`src/rtl/rail_fence_pkg.sv`:
```
// rtl/rail_fence_pkg.sv - shared widths, state encoding and rail period helper for rail_fence_sched
package rail_fence_pkg;

  localparam int DATA_W  = 8;
  localparam int MAX_LEN = 64;
  localparam int LEN_W   = 7;
  localparam int MAX_KEY = 8;
  localparam int KEY_W   = 4;
  localparam int ADDR_W  = 6;
  localparam int POS_W   = LEN_W + 1;

  typedef enum logic [1:0] {
    ST_IDLE  = 2'd0,
    ST_LOAD  = 2'd1,
    ST_DRAIN = 2'd2
  } state_e;

  // Zigzag period 2*(key-1); zero for a single rail.
  function automatic logic [POS_W-1:0] rail_period(input logic [KEY_W-1:0] key);
    logic [POS_W-1:0] k;
    k = POS_W'(key);
    return (k <= POS_W'(1)) ? '0 : ((k - POS_W'(1)) << 1);
  endfunction

endpackage

```
`src/rtl/rail_fence_sched_if.sv`:
```
// rtl/rail_fence_sched_if.sv - config, input and output stream bundle (cfg_mode present with RAIL_FENCE_ENCRYPT_EN)
interface rail_fence_sched_if;
  import rail_fence_pkg::*;

  logic              cfg_valid;
  logic              cfg_ready;
  logic [LEN_W-1:0]  cfg_len;
  logic [KEY_W-1:0]  cfg_key;
  logic              cfg_err;
`ifdef RAIL_FENCE_ENCRYPT_EN
  logic              cfg_mode;
`endif
  logic              in_valid;
  logic              in_ready;
  logic [DATA_W-1:0] in_data;
  logic              out_valid;
  logic              out_ready;
  logic [DATA_W-1:0] out_data;
  logic              out_last;
  logic              busy;

  modport master (
`ifdef RAIL_FENCE_ENCRYPT_EN
    output cfg_mode,
`endif
    output cfg_valid, cfg_len, cfg_key, in_valid, in_data, out_ready,
    input  cfg_ready, cfg_err, in_ready, out_valid, out_data, out_last, busy
  );

  modport slave (
`ifdef RAIL_FENCE_ENCRYPT_EN
    input  cfg_mode,
`endif
    input  cfg_valid, cfg_len, cfg_key, in_valid, in_data, out_ready,
    output cfg_ready, cfg_err, in_ready, out_valid, out_data, out_last, busy
  );

endinterface

```
`src/rtl/rail_pos_gen.sv`:
```
// rtl/rail_pos_gen.sv - zigzag buffer position generator walking rail by rail
module rail_pos_gen
  import rail_fence_pkg::*;
(
  input  logic             clk,
  input  logic             rst,
  input  logic             start,
  input  logic [LEN_W-1:0] len,
  input  logic [KEY_W-1:0] key,
  input  logic             adv,
  output logic [POS_W-1:0] pos
);

  logic [KEY_W-1:0] rail_q, rail_d;
  logic [POS_W-1:0] pos_q, pos_d;
  logic             phase_q, phase_d;
  logic [POS_W-1:0] period, step, nxt, rail_x2;

  // Step selection and rail wrap: edge rails step by the full period, middle rails alternate.
  always_comb begin
    rail_d  = rail_q;
    pos_d   = pos_q;
    phase_d = phase_q;
    period  = rail_period(key);
    rail_x2 = POS_W'(rail_q) << 1;
    if (key <= KEY_W'(1)) begin
      step = POS_W'(1);
    end else if ((rail_q == '0) || (rail_q == key - KEY_W'(1))) begin
      step = period;
    end else if (!phase_q) begin
      step = period - rail_x2;
    end else begin
      step = rail_x2;
    end
    nxt = pos_q + step;
    if (start) begin
      rail_d  = '0;
      pos_d   = '0;
      phase_d = 1'b0;
    end else if (adv) begin
      if (nxt >= {1'b0, len}) begin
        rail_d  = rail_q + KEY_W'(1);
        pos_d   = POS_W'(rail_q) + POS_W'(1);
        phase_d = 1'b0;
      end else begin
        pos_d   = nxt;
        phase_d = ~phase_q;
      end
    end
  end

  // Generator registers.
  always_ff @(posedge clk) begin
    if (rst) begin
      rail_q  <= '0;
      pos_q   <= '0;
      phase_q <= 1'b0;
    end else begin
      rail_q  <= rail_d;
      pos_q   <= pos_d;
      phase_q <= phase_d;
    end
  end

  assign pos = pos_q;

endmodule

```
`src/rtl/rail_fence_sched.sv`:
```
// rtl/rail_fence_sched.sv - rail-fence scatter/drain controller (encrypt mode with RAIL_FENCE_ENCRYPT_EN)
module rail_fence_sched
  import rail_fence_pkg::*;
(
  input  logic               clk,
  input  logic               rst,
  rail_fence_sched_if.slave  bus
);

  state_e            state_q, state_d;
  logic [LEN_W-1:0]  len_q, len_d, cnt_q, cnt_d, rd_q, rd_d;
  logic [KEY_W-1:0]  key_q, key_d;
  logic [DATA_W-1:0] mem_q [MAX_LEN];
  logic              cfg_ok, cfg_hs, in_hs, out_hs, last, enc, wr_en, gen_adv;
  logic [ADDR_W-1:0] wr_addr, rd_addr;
  logic [POS_W-1:0]  pos;

`ifdef RAIL_FENCE_ENCRYPT_EN
  logic mode_q, mode_d;
  assign enc = mode_q;
`else
  assign enc = 1'b0;
`endif

  rail_pos_gen u_pos_gen (
    .clk   (clk),
    .rst   (rst),
    .start (cfg_hs),
    .len   (len_q),
    .key   (key_q),
    .adv   (gen_adv),
    .pos   (pos)
  );

  // Handshakes, buffer addressing and next-state logic.
  always_comb begin
    state_d = state_q;
    len_d   = len_q;
    key_d   = key_q;
    cnt_d   = cnt_q;
    rd_d    = rd_q;
`ifdef RAIL_FENCE_ENCRYPT_EN
    mode_d  = mode_q;
`endif
    cfg_ok  = (bus.cfg_len != '0) && (bus.cfg_len <= LEN_W'(MAX_LEN)) &&
              (bus.cfg_key != '0) && (bus.cfg_key <= KEY_W'(MAX_KEY));
    cfg_hs  = bus.cfg_ready && bus.cfg_valid && cfg_ok;
    in_hs   = bus.in_ready && bus.in_valid;
    out_hs  = bus.out_valid && bus.out_ready;
    last    = (rd_q == len_q - LEN_W'(1));
    gen_adv = enc ? out_hs : in_hs;
    wr_en   = in_hs && (enc || (pos < {1'b0, len_q}));
    wr_addr = enc ? cnt_q[ADDR_W-1:0] : pos[ADDR_W-1:0];
    rd_addr = enc ? pos[ADDR_W-1:0] : rd_q[ADDR_W-1:0];
    case (state_q)
      ST_IDLE: begin
        if (cfg_hs) begin
          len_d   = bus.cfg_len;
          key_d   = bus.cfg_key;
          cnt_d   = '0;
          rd_d    = '0;
`ifdef RAIL_FENCE_ENCRYPT_EN
          mode_d  = bus.cfg_mode;
`endif
          state_d = ST_LOAD;
        end
      end
      ST_LOAD: begin
        if (in_hs) begin
          cnt_d = cnt_q + LEN_W'(1);
          if (cnt_q == len_q - LEN_W'(1)) state_d = ST_DRAIN;
        end
      end
      ST_DRAIN: begin
        if (out_hs) begin
          rd_d = rd_q + LEN_W'(1);
          if (last) state_d = ST_IDLE;
        end
      end
      default: state_d = ST_IDLE;
    endcase
  end

  // Control registers; the message buffer itself is never reset.
  always_ff @(posedge clk) begin
    if (rst) begin
      state_q <= ST_IDLE;
      len_q   <= '0;
      key_q   <= '0;
      cnt_q   <= '0;
      rd_q    <= '0;
`ifdef RAIL_FENCE_ENCRYPT_EN
      mode_q  <= 1'b0;
`endif
    end else begin
      state_q <= state_d;
      len_q   <= len_d;
      key_q   <= key_d;
      cnt_q   <= cnt_d;
      rd_q    <= rd_d;
`ifdef RAIL_FENCE_ENCRYPT_EN
      mode_q  <= mode_d;
`endif
    end
  end

  // Message buffer write port.
  always_ff @(posedge clk) begin
    if (wr_en) mem_q[wr_addr] <= bus.in_data;
  end

  assign bus.cfg_ready = !rst && (state_q == ST_IDLE);
  assign bus.cfg_err   = !rst && (state_q == ST_IDLE) && bus.cfg_valid && !cfg_ok;
  assign bus.in_ready  = !rst && (state_q == ST_LOAD);
  assign bus.out_valid = !rst && (state_q == ST_DRAIN);
  assign bus.out_data  = bus.out_valid ? mem_q[rd_addr] : '0;
  assign bus.out_last  = bus.out_valid && last;
  assign bus.busy      = !rst && (state_q != ST_IDLE);

endmodule

```
`src/flat_wrapper.sv`:
```
// flat-port wrapper written by rule: the top's interface ports become plain ports
module rail_fence_sched_flat import rail_fence_pkg::*;
  (clk, rst, bus_cfg_valid, bus_cfg_len, bus_cfg_key, bus_in_valid, bus_in_data, bus_out_ready, bus_cfg_ready, bus_cfg_err, bus_in_ready, bus_out_valid, bus_out_data, bus_out_last, bus_busy);
  rail_fence_sched_if bus_i ();
  input  logic clk;
  input  logic rst;
  input wire logic [$bits(bus_i.cfg_valid)-1:0] bus_cfg_valid;
  input wire logic [$bits(bus_i.cfg_len)-1:0] bus_cfg_len;
  input wire logic [$bits(bus_i.cfg_key)-1:0] bus_cfg_key;
  input wire logic [$bits(bus_i.in_valid)-1:0] bus_in_valid;
  input wire logic [$bits(bus_i.in_data)-1:0] bus_in_data;
  input wire logic [$bits(bus_i.out_ready)-1:0] bus_out_ready;
  output wire logic [$bits(bus_i.cfg_ready)-1:0] bus_cfg_ready;
  output wire logic [$bits(bus_i.cfg_err)-1:0] bus_cfg_err;
  output wire logic [$bits(bus_i.in_ready)-1:0] bus_in_ready;
  output wire logic [$bits(bus_i.out_valid)-1:0] bus_out_valid;
  output wire logic [$bits(bus_i.out_data)-1:0] bus_out_data;
  output wire logic [$bits(bus_i.out_last)-1:0] bus_out_last;
  output wire logic [$bits(bus_i.busy)-1:0] bus_busy;
  assign bus_i.cfg_valid = bus_cfg_valid;
  assign bus_i.cfg_len = bus_cfg_len;
  assign bus_i.cfg_key = bus_cfg_key;
  assign bus_i.in_valid = bus_in_valid;
  assign bus_i.in_data = bus_in_data;
  assign bus_i.out_ready = bus_out_ready;
  assign bus_cfg_ready = bus_i.cfg_ready;
  assign bus_cfg_err = bus_i.cfg_err;
  assign bus_in_ready = bus_i.in_ready;
  assign bus_out_valid = bus_i.out_valid;
  assign bus_out_data = bus_i.out_data;
  assign bus_out_last = bus_i.out_last;
  assign bus_busy = bus_i.busy;
  rail_fence_sched u_core (.clk(clk), .rst(rst), .bus(bus_i));
endmodule
```
`config.mk`:
```
export PLATFORM = sky130hd
export DESIGN_NAME = rail_fence_sched_flat
export DESIGN_NICKNAME = d
export VERILOG_FILES = /design/src/rtl/rail_fence_pkg.sv /design/src/rtl/rail_fence_sched_if.sv /design/src/rtl/rail_pos_gen.sv /design/src/rtl/rail_fence_sched.sv /design/src/flat_wrapper.sv
export SDC_FILE = /design/constraint.sdc
export NUM_CORES = 1
export LEC_CHECK = 0
export ABC_AREA = 1
export CAP_MARGIN = 20
export CORE_MARGIN = 1.5
export CORE_UTILIZATION = 62
export DETAILED_ROUTE_END_ITERATION = 6
export GPL_TIMING_DRIVEN = 0
export PLACE_DENSITY = 0.86
export SLEW_MARGIN = 20
export SYNTH_ARGS = -nofsm -noshare
export SYNTH_HDL_FRONTEND = slang
export SYNTH_SLANG_ARGS = --single-unit
```
`constraint.sdc`:
```
create_clock -name clk -period 5.15 [get_ports clk]
set_input_delay 1.03 -clock clk [delete_from_list [all_inputs] [get_ports clk]]
set_output_delay 1.03 -clock clk [all_outputs]
set_load 0.1 [all_outputs]
```
==> summary.md <==
| Metric | Value |
|---|---|
| Outcome | finished, violations left |
| Violated checks | setup timing |
| GRT overflow | 0 |
| Die width | 198 um |
| Final setup skew | 0.0248 ns |
| Number of global-route vias before repair | 17.0k |
| Cts bufs inserted | 52 |
| Met3 wire length | 13.0 mm |
| Synth-to-layout area growth | 11.3% |
| Final setup viols | 5 |
| Max Cap Viol | 0 |
| Net Sw Power | 0.00189 W |
| Pwr Density | 341 nW/um^2 |
| Synth Register Bits | 558 |
| Post-synth EDFFs | 512 |
| Die Y | 198 um |
| Reg-to-Reg Start | u_core.key_q[0] |
| Switching Fraction | 0.213 |
| Flop pwr share | 0.555 |
| Power Internal | 0.00702 W |
| Final core occ | 0.697 |
| Hold Buf Count CTS | 0 |
| Antenna Violating Nets Remaining | 0 |
| Crit path kind | flop to output pin |
| Syn_area_per_cell | 11.9 sq um |
| Hold depth | 1 |
| Final Hold Viols | 0 |
| FMAX | 191 MHz |
| DP HPWL | 52.3 mm |
| Met2 WL | 35.1 mm |
| Initial antenna violation count | 6 |
| Max layer used | met5 |
| Pwr Total | 0.00892 W |
| Logic pwr share | 0.034 |
| Max Root-Sink Buffers | 3 |
| Die ar. | 39100 sq um |
| Root Buffer | clkbuf_16 |
| H-tree levels | 2 |
| Slew Viols, Final | 0 |
| Total clock sinks | 558 |
| Gr usage total | 0.417 |
| Main flop type after synthesis | edfxtp_1 |
| Number of cell rows | 71 |
| Synthesized Nets | 2021 |
| Async S/R FF share, synth | 0 |
| Routed vias | 18.0k |
| Global placement routability congestion | 1.04 |
| Layout Nets | 2115 |
| CORE AREA | 37500 sq um |
| Clock share of power | 0.411 |
| Drt initial violations | 3315 |
| Layout cell share with drive strength beyond 1 | 0.0896 |
| Synth unique cells | 45 |
| Drt via density | 6.89 |
| Leak pwr | 8.81 nW |
| First-pass GRT wire length | 113 mm |
| Post-Syn Area | 23500 sq um |
| CP Data Arrival Time | 4.21 ns |
| Pre-CTS setup slack | 0.0215 ns |
| Worst r2r path cells | 24 |
| CTS tree | built |
| Worst reg2reg setup slack | 0.67 ns |
| Clk_lat worst skew | 0.62 ns |
| Fin crit share | 1.02 |
| Slew @ Worst Pin | 1.22 ns |
| Post_cts resized | 26 |
| Worst setup EP type | output pin |
| Largest net degree at the start of global routing | 65 |
| Worst Setup EP | bus_out_data[2] |
| Peak supply drop | 0.290 mV |
| Max FO, Critical Path | 10 |
| Worst reg2reg endpoint | u_core.u_pos_gen.pos[5] |
| CP Launch Type | flop |
| Post-synthesis cell count | 1966 |
| Drt wl/cell | 30.6 um |
| Setup WS post-layout | -0.0900 ns |
| IO Port Bufs | 36 |
| WL final | 79.9 mm |
| Worst min path class | flop to flop |
| RSZ-0062 raised after global routing | true |
| Tmin final | 5.24 ns |
| Residual DRC | 0 |
| Clk pin slew, worst setup/hold paths | 0.06 ns |
| IO Pins | 38 |
| Post-CTS Setup Bufs | 0 |
| DRT met1 WL | 26.4 mm |
| Relative max-transition margin | 0.186 |
| Worst path required time | 4.12 ns |
| Post-synthesis sequential area ratio | 0.694 |
| Initial core utilization | 0.626 |
| Min-delay src | u_core.cnt_q[6] |
| Drt first pass iters | 7 |
| Yosys warnings | 0 |
## power groups by stage
stage / Combinational [W] / Sequential (W) / Clock, W
2_1_floorplan: 0.000165 / 0.00504 / 0
3_3_place_gp: 0.000285 / 0.00506 / 0
3_5_place_dp: 0.000298 / 0.00504 / 0
4_1_cts: 0.000300 / 0.00495 / 0.00361
5_1_grt: 0.000333 / 0.00495 / 0.00378
6_report: 0.000307 / 0.00495 / 0.00366
## state kept, by name (all words and copies together) (netlist names), named ones only
register                  flops
u_core.mem_q                512
u_core.u_pos_gen.pos          8
u_core.cnt_q                  7
u_core.len_q                  7
u_core.rd_q                   7
u_core.key_q                  4
u_core.u_pos_gen.rail_q       4
u_core.state_q                2
u_core.u_pos_gen.phase_q      1
## routing by layer
layer  vias up  track usage
met5         -            0
met4         2        0.240
met3       374        0.152
met2      1715        0.620
met1      8486        0.529
li1       7432            -
## cell families after synthesis
kind of cell / count (synthesis) / share of synthesized area
xor gates and xnor gates: 23 / 0.00890
AOI/OAI and AO/OA: 520 / 0.131
buffers and inverters: 203 / 0.0353
and+or+nand+nor: 631 / 0.114
DFF: 558 / 0.694
adders and majority gates: 31 / 0.0168
## Yosys cell counts, types with 6 or more instances
master      n  area, sq um
nand3_1   100          500
dfxtp_1    46          921
o221ai_1   81          709
nand2_1    99          372
o21ai_0   292         1460
a31oi_1     8         50.1
nand4_1    10         62.6
edfxtp_1  512        15400
inv_1      82          308
xor2_1     17          149
o22ai_1    49          307
o211ai_1    8         60.1
nor2_1    386         1450
nand2_2     8         50.1
ha_1       30          375
nor3_1      6         30.0
buf_2      44          220
o311ai_1    6         52.6
a21oi_1    51          255
o21ai_1    10         50.1
buf_1       6         22.5
clkbuf_1   63          236
## stage by stage
| stage | std cells | area [sq um] | hold WS, ns | TNS (ns) |
|---|---|---|---|---|
| 2_1_floorplan | 1966 | 23500 | 0.442 | 0 |
| 3_3_place_gp | 2513 | 24500 | 0.456 | 0 |
| 3_5_place_dp | 2515 | 24500 | 0.474 | 0 |
| 4_1_cts | 2608 | 26100 | 0.483 | 0 |
| 5_1_grt | 2610 | 26100 | 0.511 | -0.0206 |
| 6_report | 2614 | 26100 | 0.480 | -0.268 |
## how the worst min path moves through the flow
stage / end / slack, ns
after CTS: u_core.cnt_q[6] / 0.48
final: u_core.cnt_q[6] / 0.48
after detailed placement: u_core.cnt_q[6] / 0.47
after floorplan: u_core.cnt_q[6] / 0.44
after global routing: u_core.u_pos_gen.rail_q[3] / 0.51
after global placement: u_core.cnt_q[6] / 0.46
## worst max-delay path: stages (launching register included)
cell,delay (ns)
dfxtp_1,0.63
buf_4,0.26
clkbuf_1,0.60
o21ai_0,0.21
o221ai_1,0.45
a31oi_1,0.24
o21ai_1,0.15
nand3_1,0.19
a21oi_1,0.28
clkdlybuf4s15_2,0.60
## layout make-up
class	instances	area (sq um)
inverter	87	327
antenna	4	10.0
clock buffer	68	1390
sequential	558	16300
fill	2602	11400
multi-input combinational	1205	6390
buffer	116	512
tap	511	639
timing repair buffer	40	398
clock inverter	25	169
## cells in the final DEF (no fill, tap or decap), types with 47 or more instances in the layout
cell type	Yosys	final
inv_1	82	82
nand3_1	100	100
buf_2	44	47
nand2_1	99	99
o21ai_0	292	292
clkbuf_16	0	53
edfxtp_1	512	512
o221ai_1	81	79
nor2_1	386	378
o22ai_1	49	49
clkbuf_1	63	69
a21oi_1	51	51
No activity file was read; power rests on OpenSTA's default activity.
